File: config.mk
export PLATFORM = sky130hd
export DESIGN_NAME = uart_tx_ser
export DESIGN_NICKNAME = d
export VERILOG_FILES = /design/src/rtl/uart_tx_ser.sv
export SDC_FILE = /design/constraint.sdc
export NUM_CORES = 1
export LEC_CHECK = 0
export CORE_MARGIN = 5
export CORE_UTILIZATION = 50
export DETAILED_ROUTE_END_ITERATION = 7
export PLACE_DENSITY = 0.74
export SLEW_MARGIN = 20
export SYNTH_ARGS = -nofsm -noshare
export SYNTH_HDL_FRONTEND = slang
export SYNTH_SLANG_ARGS = --single-unit
File: constraint.sdc
create_clock -name clk -period 2.1 [get_ports clk]
set_input_delay 0.42 -clock clk [delete_from_list [all_inputs] [get_ports clk]]
set_output_delay 0.42 -clock clk [all_outputs]
set_load 0.05 [all_outputs]
File: src/rtl/uart_tx_ser.sv
// Purpose: serial UART transmitter, one byte per txdata_rdy strobe out as an 8N1 frame (8E1/8O1 with UART_PARITY_EN defined).
// Latency: start bit on uart_tx and txBusy=1 the cycle after the accept edge; each bit lasts CLKS_PER_BIT cycles.
// Backpressure: txBusy is high for the whole frame; strobes seen while busy are dropped.
module uart_tx_ser #(
  parameter int CLKS_PER_BIT = 1250,
  parameter bit PARITY_ODD   = 1'b0
) (
  input  logic       clk,
  input  logic       reset,
  input  logic [7:0] txdata,
  input  logic       txdata_rdy,
  output logic       txBusy,
  output logic       uart_tx
);

  // The baud counter must be able to reach CLKS_PER_BIT-1 and a bit needs
  // at least two clocks.
  localparam int CW = (CLKS_PER_BIT < 2) ? 1 : $clog2(CLKS_PER_BIT);
  localparam logic [CW-1:0] BAUD_LAST = CW'(CLKS_PER_BIT - 1);

  // Reject a bit period shorter than two clocks at elaboration time.
  if (CLKS_PER_BIT < 2) begin : g_bad_cpb
    $error("uart_tx_ser: CLKS_PER_BIT must be >= 2");
  end

`ifdef UART_PARITY_EN
  typedef enum logic [2:0] {
    ST_IDLE   = 3'd0,
    ST_START  = 3'd1,
    ST_DATA   = 3'd2,
    ST_PARITY = 3'd3,
    ST_STOP   = 3'd4
  } state_t;
`else
  typedef enum logic [2:0] {
    ST_IDLE  = 3'd0,
    ST_START = 3'd1,
    ST_DATA  = 3'd2,
    ST_STOP  = 3'd4
  } state_t;
  // Parity sense has no meaning in a plain 8N1 build.
  localparam bit unused_parity_odd = PARITY_ODD;
`endif

  state_t          state_q, state_n;
  logic [CW-1:0]   baud_q, baud_n;
  logic [2:0]      bit_q, bit_n;
  logic [7:0]      shreg_q, shreg_n;
  logic            tx_q, tx_n;
  logic            busy_q, busy_n;
  logic            baud_last;
`ifdef UART_PARITY_EN
  logic            par_q, par_n;
`endif

  assign baud_last = (baud_q == BAUD_LAST);

  // State and output registers; reset truncates any frame and idles the line high.
  always_ff @(posedge clk or posedge reset) begin
    if (reset) begin
      state_q <= ST_IDLE;
      baud_q  <= '0;
      bit_q   <= '0;
      shreg_q <= '0;
      tx_q    <= 1'b1;
      busy_q  <= 1'b0;
`ifdef UART_PARITY_EN
      par_q   <= 1'b0;
`endif
    end else begin
      state_q <= state_n;
      baud_q  <= baud_n;
      bit_q   <= bit_n;
      shreg_q <= shreg_n;
      tx_q    <= tx_n;
      busy_q  <= busy_n;
`ifdef UART_PARITY_EN
      par_q   <= par_n;
`endif
    end
  end

  // Next-state, baud/bit counting and next line value; outputs are the registers.
  always_comb begin
    state_n = state_q;
    baud_n  = baud_q;
    bit_n   = bit_q;
    shreg_n = shreg_q;
    tx_n    = tx_q;
    busy_n  = busy_q;
`ifdef UART_PARITY_EN
    par_n   = par_q;
`endif

    if (state_q == ST_IDLE) begin
      // Counters parked at zero so every frame starts with a full start bit.
      baud_n = '0;
      bit_n  = '0;
      tx_n   = 1'b1;
      busy_n = 1'b0;
      if (txdata_rdy) begin
        shreg_n = txdata;
        tx_n    = 1'b0;
        busy_n  = 1'b1;
        state_n = ST_START;
`ifdef UART_PARITY_EN
        par_n   = (^txdata) ^ PARITY_ODD;
`endif
      end
    end else if (!baud_last) begin
      baud_n = baud_q + 1'b1;
    end else begin
      baud_n = '0;
      case (state_q)
        ST_START: begin
          state_n = ST_DATA;
          bit_n   = '0;
          tx_n    = shreg_q[0];
        end
        ST_DATA: begin
          if (bit_q == 3'd7) begin
`ifdef UART_PARITY_EN
            state_n = ST_PARITY;
            tx_n    = par_q;
`else
            state_n = ST_STOP;
            tx_n    = 1'b1;
`endif
          end else begin
            // Shift right so the next data bit is always at index 1 -> 0.
            bit_n   = bit_q + 3'd1;
            shreg_n = {1'b0, shreg_q[7:1]};
            tx_n    = shreg_q[1];
          end
        end
`ifdef UART_PARITY_EN
        ST_PARITY: begin
          state_n = ST_STOP;
          tx_n    = 1'b1;
        end
`endif
        ST_STOP: begin
          // Busy drops on the same edge that returns to idle.
          state_n = ST_IDLE;
          tx_n    = 1'b1;
          busy_n  = 1'b0;
        end
        default: begin
          state_n = ST_IDLE;
          tx_n    = 1'b1;
          busy_n  = 1'b0;
        end
      endcase
    end
  end

  assign txBusy  = busy_q;
  assign uart_tx = tx_q;

endmodule

Word-level counts from Yosys, hierarchy flattened
Index checks and enable logic that the tools add are counted.
W data, S select, Z words.
{ "classes": {"add_sub_neg": 2, "n_mul": 0, "n_div": 0, "order_cmp": 0, "eq_ne": 9, "shifts": 0, "mux": 25, "bitwise_logic": 0, "reduce_logical": 9} }
{ "op_table": {"columns": ["cell", "n"], "rows": [
  ["$mux W8", 5],
  ["$mux W11", 2],
  ["$mux W3", 7],
  ["$pmux W3 S2", 2],
  ["$add A11 B1 Y11 const B", 1],
  ["$eq A11 B11 Y1 const B", 1],
  ["$mux W1", 8],
  ["$ne A3 B3 Y1 const B", 2],
  ["$reduce_and A3 Y1", 2],
  ["$ne A2 B2 Y1 const B", 2],
  ["$reduce_and A4 Y1", 1],
  ["$reduce_bool A2 Y1", 2],
  ["$add A3 B1 Y3 const B", 1],
  ["$eq A3 B1 Y1 const B", 1],
  ["$eq A3 B2 Y1 const B", 1],
  ["$eq A3 B3 Y1 const B", 1],
  ["$logic_not A3 Y1", 1],
  ["$reduce_bool A3 Y1", 1],
  ["$ne A2 B1 Y1 const B", 1],
  ["$pmux W1 S2", 1],
  ["$reduce_and A2 Y1", 1],
  ["$reduce_or A2 Y1", 1]
]} }
{ "word_totals": {"regBits": 27, "latch_bits": 0, "ramBits": 0, "rom_bits": 0, "input_bits": 11, "out_inout_bits": 2, "mem_count": 0} }

Depth between registers and ports, before layout
Gate-level depths: netlist of the first run.
{ "depth": {"ltp_word": 5, "depth_mapped": 8, "depth_no_buf": 6} }

Worst setup path before layout of the first run
Ideal clock, no wire load.
{ "synth_timing": {"path_type": "reg-to-reg", "from": "register bit_q[0]", "to": "register shreg_q[0]", "t_arrival_ns": 1.940, "required_ns": 1.975, "slack_ns": 0.036, "stages_incl_launch_ff": 6, "period_less_slack_ns": 2.064, "cell_sequence": "dfrtp_1 ha_1 ha_1 or4b_4 o21ai_4 mux2_2"} }
{ "synth_between": {"elab_chain_len": 3} }
{ "synth_lines": {"columns": ["element", "line", "rtl"], "rows": [
  ["from (decl)", "47", "logic [2:0] bit_q, bit_n;"],
  ["from (signal assigned)", "73", "bit_q <= bit_n;"],
  ["$eq A3 B3 Y1", "121", "if (bit_q == 3'd7) begin"],
  ["$ne A2 B2 Y1 (no line)", null, null],
  ["$reduce_and A4 Y1 (no line)", null, null],
  ["to (signal assigned)", "74", "shreg_q <= shreg_n;"],
  ["to (decl)", "48", "logic [7:0] shreg_q, shreg_n;"]
]} }
No other way between the ends.
A chain may end at the register's enable or synchronous reset.

Worst setup path after layout of the first run
Same ends and word-level chain as after synthesis.

==> results of run 1 <==
==> per-layer routing <==
layer,wire (µm),GRT usage [%]
met3,56,2.16
met4,51,6.37
met5,0,0
met1,1240,17.6
met2,1330,24.7
==> cells in the mapped netlist, drive strengths merged, types with 2 or more instances <==
cell type and instances:
nor3 7, nand2 31, a32o 2, nand4 4, xnor2 8, a21oi 2, o21ai 4, inv 4
nand3 2, ha 4, buf 5, mux2 7, nor2 15, dfrtp 26, o211ai 2
==> report_power, final <==
group / total [mW] / switching [mW] / internal (mW)
registers: 0.520 / 0 / 0.520
logic: 0.0299 / 0.0123 / 0.0176
clock network: 0.230 / 0.155 / 0.0745
==> registers in the layout, summed over array words and instances (netlist names) <==
signal,count
baud_q,11
bit_q,3
shreg_q,8
state_q,3
txBusy,1
uart_tx,1
==> worst min-delay path, cell delays in order <==
cell	delay (ns)
clkdlybuf4s50_1	0.39
inv_1	0.05
buf_4	0.32
==> cell usage in the layout, fill, tap and decap left out, types with 2 or more instances in the layout <==
master and count:
nand2_1 31, dfrtp_1 26, nor2_1 15, buf_4 14, clkdlybuf4s50_1 11, xnor2_1 8
nor3_1 6, mux2_2 5, nand4_1 4, inv_1 4, o21ai_0 3, ha_1 3
clkbuf_4 3, mux2_4 2, o211ai_1 2, nand3_1 2, a32o_1 2, a21oi_1 2
==> per-stage QoR <==
step           cell area [µm²]  hold slack, ns  setup slack [ns]  cells
3_5_place_dp              1560           0.499           -0.0513    183
3_3_place_gp              1560           0.489            0.0388    183
2_1_floorplan             1370           0.472            0.0356    137
5_1_grt                   1640           0.438           0.00363    192
4_1_cts                   1600           0.443           -0.0138    189
6_report                  1640           0.433            0.0547    192
==> worst paths after layout <==
path | start | end | slack [ns] | depth (start not counted)
setup reg to reg | bit_q[0]$_DFFE_PP0P_ | shreg_q[0]$_DFFE_PP0P_ | 0.05 | 6
hold / removal | reset | baud_q[0]$_DFF_PP0_ | 0.43 | 3
hold reg to reg | shreg_q[4]$_DFFE_PP0P_ | shreg_q[4]$_DFFE_PP0P_ | 0.54 | 1
setup / recovery | bit_q[0]$_DFFE_PP0P_ | shreg_q[0]$_DFFE_PP0P_ | 0.05 | 6
max in group asynchronous | reset | uart_tx$_DFFE_PP1P_ | 1.37 | 3
min in group clk | shreg_q[4]$_DFFE_PP0P_ | shreg_q[4]$_DFFE_PP0P_ | 0.54 | 1
==> repair_timing <==
item,4_1_cts,5_1_grt
gates cloned,0,0
pin swaps,1,2
gates resized for setup,0,3
hold buffers,0,0
setup endpoints to repair,7,8
buffers inserted,2,3
==> cell families (layout without fill, tap and decap cells) <==
| logic type | after synthesis | in the layout | synth area share [%] |
|---|---|---|---|
| AO/OA/AOI/OAI | 13 | 13 | 7.40 |
| XOR/XNOR | 9 | 9 | 5.76 |
| adder cells (fa/ha/maj) | 4 | 4 | 3.66 |
| buffers and inverters | 10 | 34 | 3.66 |
| flip-flops | 27 | 27 | 49.5 |
| multiplexers | 8 | 8 | 6.49 |
| AND/OR/NAND/NOR | 66 | 66 | 23.6 |
==> layout make-up <==
cell class	instances	area share, %
Multi-Input combinational cell	100	39.6
Tap cell	31	2.36
Clock buffer	4	1.60
Sequential cell	27	41.2
Timing Repair Buffer	26	14.3
Inverter	4	0.913
==> impl_results.md, run 1 <==
- Syn Nets: around 150
- Power density over the cells: 474 nW/µm²
- Max-Cap Viols: 0
- Sequential area share after synthesis: 49.5%
- Critical path cell sequence: ha_1 -> ha_2 -> or4b_4 -> o21ai_4 -> buf_12 -> mux2_2
- Leakage: 0.713 nW
- Gp weighted congestion: 0.799
- Hold Path Class: input port to asynchronous set/reset pin
- Synth Flop Type: dfrtp_1
- # fillers: 227
- Num CTS Buffers: 3
- CTS Sinks: 27
- Grt total ovfl: 0
- Worst Tran Pin Value: 0.507 ns
- Highest Clock Rate: 0.489 GHz
- Fin crit period: 2.05 ns
- Worst Setup End Kind: flip-flop
- Die ar.: 3880 µm²
- Rel. slew slack: 66.1%
- Row cnt: 19
- Top cell type's share of synthesized area: roughly 48%
- Die X: 62.3 µm
- Synth Register Bits: 27
- Slowest cell on crit path: or4b_4
- Mapped cell area: 1370 µm²
- Post-Syn Area per Cell: between 9 and 10 µm²
- Worst path required time: 2.33 ns
- Peak VDD IR: 420 µV
- Synth top area cells: dfrtp_1, nand2_1, mux2_2
- Placeable core area: 2690 µm²
- Outcome: completed
- Total number of vias: 1029
- # diodes: 0
- Worst-Skew Late Latency: between 0.3 and 0.4 ns
- Global-route wire length before repair: 4520 µm
- H-tree depth: 1
- Crit-path max FO: 8
- Tcrit/Tclk final: 97.4%
- CP startpoint kind: flip-flop
- First-pass detailed-route iteration total: 4
- Max incr delay on CP: just over 0.5 ns
- I/O pin cnt: 13
- Yosys warns: 0
- Flip-flop and latch area: roughly 680 µm²
- Vias in the first global route: approximately 1000
- Buf/Inv on CP: 1
- Post-layout util: 61.2%
- Final hold violation count: 0
- CP Class: flip-flop to flip-flop
- PortBufs: 12
- Worst path top cell family by delay: simple AND/OR/NAND/NOR gates
- Arrival @ worst endpoint: 2.28 ns
- Initial Util: 51.0%
- Final setup viols: 0
- Post-synthesis cell count: around 140
- DRT Wirelength: 2680 µm
- Routed Antenna Nets: 0
- GRT Overall Usage: between 10% and 20%
- Post-synth EDFFs: 0
- Routed vias/inst: 5.36
- Initial drt markers: 22
- Setup TNS: 0 ns
- Area leader, netlist: dfrtp_1
- DRC Markers: 0
- Root buffer cell: clkbuf_4
- Clk buf depth: 2
- Skew final: ~0.0027 ns
- Final Power: 0.780 mW
- Clk slew on worst S/H paths: 0.14 ns
- Post-DP HPWL: approximately 1900 µm
- Synth cell types: 32
- Chip Height: 62.3 µm
- Wire length per cell: around 14 µm
- # nets final: 177
- Unrepaired setup endpoints after global routing: no
- Area taken by multi-input logic gates: 652 µm²
- CTS tree: done
- Share of layout cells above drive strength 1: 20.5%
- Post-synth ARST share: 100%
- Largest net degree at the start of global routing: 28
- Antenna violations before repair: 0
- Slew Limit Fails: 0
- Layout area overhead: 20.1%
Note: power is estimated with default switching activity, not from simulation.
==> run 2, diff against run 1 <==
Settings changed: CELL_PAD_IN_SITES_DETAIL_PLACEMENT set to 0, CELL_PAD_IN_SITES_GLOBAL_PLACEMENT set to 1, CORE_MARGIN 5 to 2, CORE_UTILIZATION 50 to 39, PLACE_DENSITY 0.74 to 0.73.
==> run 2 against run 1 <==
The flow now finishes with violations (negative setup slack); critical path type unchanged; setup slack worse by 0.056 ns; wire length down 7.9%; via count down 3.3%; hold slack better by 0.0012 ns; cell count up 6.3%; combinational power about the same; sequential share of layout area up 0.32 points; sequential power about the same.
==> impl_results.md, run 2 (synthesis results as in run 1) <==
- Outcome: finished with violations (was completed)
- Failing checks: negative setup slack
- Share of layout cells above drive strength 1: 19.0% (was 20.5%)
- Setup TNS: -0.00136 ns (was 0 ns)
- DRC Markers: 0 (unchanged)
- # nets final: 174 (was 177)
- CTS tree: done (unchanged)
- Rel. slew slack: 66.1% (about the same)
- Global-route wire length before repair: 4380 µm (was 4520 µm)
- Worst-Skew Late Latency: 0.32 ns (was 0.33 ns)
- Post-layout util: 48.5% (was 61.2%)
- Crit-path max FO: 8 (unchanged)
- Power density over the cells: 475 nW/µm² (was 474 nW/µm²)
- Post-route setup slack: -0.000913 ns (was 0.0547 ns)
- Clk slew on worst S/H paths: 0.14 ns (about the same)
- Fin crit period: 2.10 ns (was 2.05 ns)
- Initial drt markers: 33 (was 22)
- Reg2Reg Setup Slack: -0.0009 ns (was 0.05 ns)
- CP startpoint kind: flip-flop (unchanged)
- Final Power: 0.775 mW (was 0.780 mW)
- Final Non-Filler Cells: 204 (was 192)
- Worst Setup End Kind: flip-flop (unchanged)
- Final setup viols: 2 (was 0)
- Max-Cap Viols: 0 (unchanged)
- Highest Clock Rate: 0.476 GHz (was 0.489 GHz)
- Commonest non-fill, non-tap cells in the layout: nand2_1, dfrtp_1, nor2_1 (unchanged)
- Routed Antenna Nets: 0 (unchanged)
- Placeable core area: 3360 µm² (was 2690 µm²)
- Wire length per cell: 12.1 µm (was 13.9 µm)
- CTS Sinks: 27 (unchanged)
- Placed inst area: 1570 µm² (was 1560 µm²)
- Routed vias/inst: 4.88 (was 5.36)
- Leakage: 0.696 nW (was 0.713 nW)
- Antenna violations before repair: 0 (unchanged)
- R2R depth: 5 (was 6)
- Num CTS Buffers: 3 (unchanged)
- Post-placement cell count: 197 (was 183)
- Vias in the first global route: 1020 (was 1022)
- Row cnt: 21 (was 19)
- Final hold violation count: 0 (unchanged)
- Root buffer cell: clkbuf_4 (unchanged)
- Total number of vias: 995 (was 1029)
- CP Class: flip-flop to flip-flop (unchanged)
- Gp weighted congestion: 0.801 (was 0.799)
- Fin Hold WS: 0.434 ns (was 0.433 ns)
- Largest register FFs: 11 (unchanged)
- Arrival @ worst endpoint: 2.33 ns (was 2.28 ns)
- Hold Path Class: input port to asynchronous set/reset pin (unchanged)
- Commonest non-fill, non-tap cell in the layout: nand2_1 (unchanged)
- Tcrit/Tclk final: 100% (was 97.4%)
- Dpl ws: -0.0320 ns (was -0.0513 ns)
- Slew Limit Fails: 0 (unchanged)
- PortBufs: 12 (unchanged)
- Initial Util: 40.7% (was 51.0%)
- Largest registers: baud_q (11), shreg_q (8) (unchanged)
- Hold buffers post-CTS: 0 (unchanged)
- I/O pin cnt: 13 (unchanged)
- Skew final: 0.00569 ns (was 0.00271 ns)
- GRT Overall Usage: 13.5% (was 14.4%)
- Post-route design area: 1630 µm² (was 1640 µm²)
- Clk buf depth: 2 (unchanged)
- # diodes: 0 (unchanged)
- Worst path required time: 2.32 ns (was 2.33 ns)
- Peak VDD IR: 240 µV (was 420 µV)
- Largest reg by FF count: baud_q (unchanged)
- H-tree depth: 1 (unchanged)
- Chip Height: 63.2 µm (was 62.3 µm)
- Worst Tran Pin Value: 0.507 ns (about the same)
- Unrepaired setup endpoints after global routing: yes (was no)
- Die ar.: 4000 µm² (was 3880 µm²)
- First-pass detailed-route iteration total: 4 (unchanged)
- Grt total ovfl: 0 (unchanged)
- DRT Wirelength: 2460 µm (was 2680 µm)
- Largest net degree at the start of global routing: 28 (unchanged)
- Layout area overhead: 19.2% (was 20.1%)
- Post-DP HPWL: 1730 µm (was 1870 µm)
- Die X: 63.2 µm (was 62.3 µm)
-- run 2: cell types whose count changed in the layout (fill, tap and decap cells not counted) --
cell | before | now
buf_4 | 14 | 11
ha_1 | 3 | 2
ha_2 | 1 | 2
dlygate4sd2_1 | 0 | 1
buf_12 | 1 | 0
-- run 2: layout make-up --
| class | instances | area, µm² |
|---|---|---|
| inverter | 4 | 15.0 |
| tap | 46 | 57.6 |
| clock buffer | 4 | 26.3 |
| timing repair buffer | 23 | 201 |
| multi-input combinational | 100 | 654 |
| sequential | 27 | 677 |
| fill | 351 | 1730 |
-- run 2: critical path: stages, from the launching register on --
cell and delay [ns]:
dfrtp_1 0.41, ha_2 0.19, ha_2 0.17, or4b_4 0.56, o21ai_4 0.30, mux2_2 0.37
-- run 2: worst paths after layout --
path / end / start
worst max-delay path: shreg_q[2]$_DFFE_PP0P_ / bit_q[0]$_DFFE_PP0P_
worst min-delay path: bit_q[0]$_DFFE_PP0P_ / reset
worst max register to register: shreg_q[2]$_DFFE_PP0P_ / bit_q[0]$_DFFE_PP0P_
worst min register to register: shreg_q[7]$_DFFE_PP0P_ / shreg_q[7]$_DFFE_PP0P_
max in group asynchronous: uart_tx$_DFFE_PP1P_ / reset
min in group clk: shreg_q[7]$_DFFE_PP0P_ / shreg_q[7]$_DFFE_PP0P_
-- run 2: metal layers --
layer | global-route usage [%] | routed length, µm | vias to the layer above
met4 | 4.89 | 38 | 0
met3 | 1.61 | 51 | 4
met5 | 0 | 0 | -
met1 | 19.1 | 1290 | 476
li1 | - | - | 506
met2 | 21.4 | 1080 | 9
-- run 2: timing repair --
action / in CTS / in global routing
setup endpoints to repair: 8 / 8
gates resized for setup: 1 / 4
setup buffers: 1 / 2
pin swaps: 1 / 1
-- run 2: where the power goes --
part           internal (mW)  switching (mW)
registers              0.520               0
clock network         0.0744           0.151
logic                 0.0176          0.0124
total                  0.612           0.163
==> run 3, diff against run 2 <==
Settings changed: GPL_ROUTABILITY_DRIVEN set to 0.
==> results of run 3 <==
The final DEF is identical to that of run 2; final timing and power are the same.
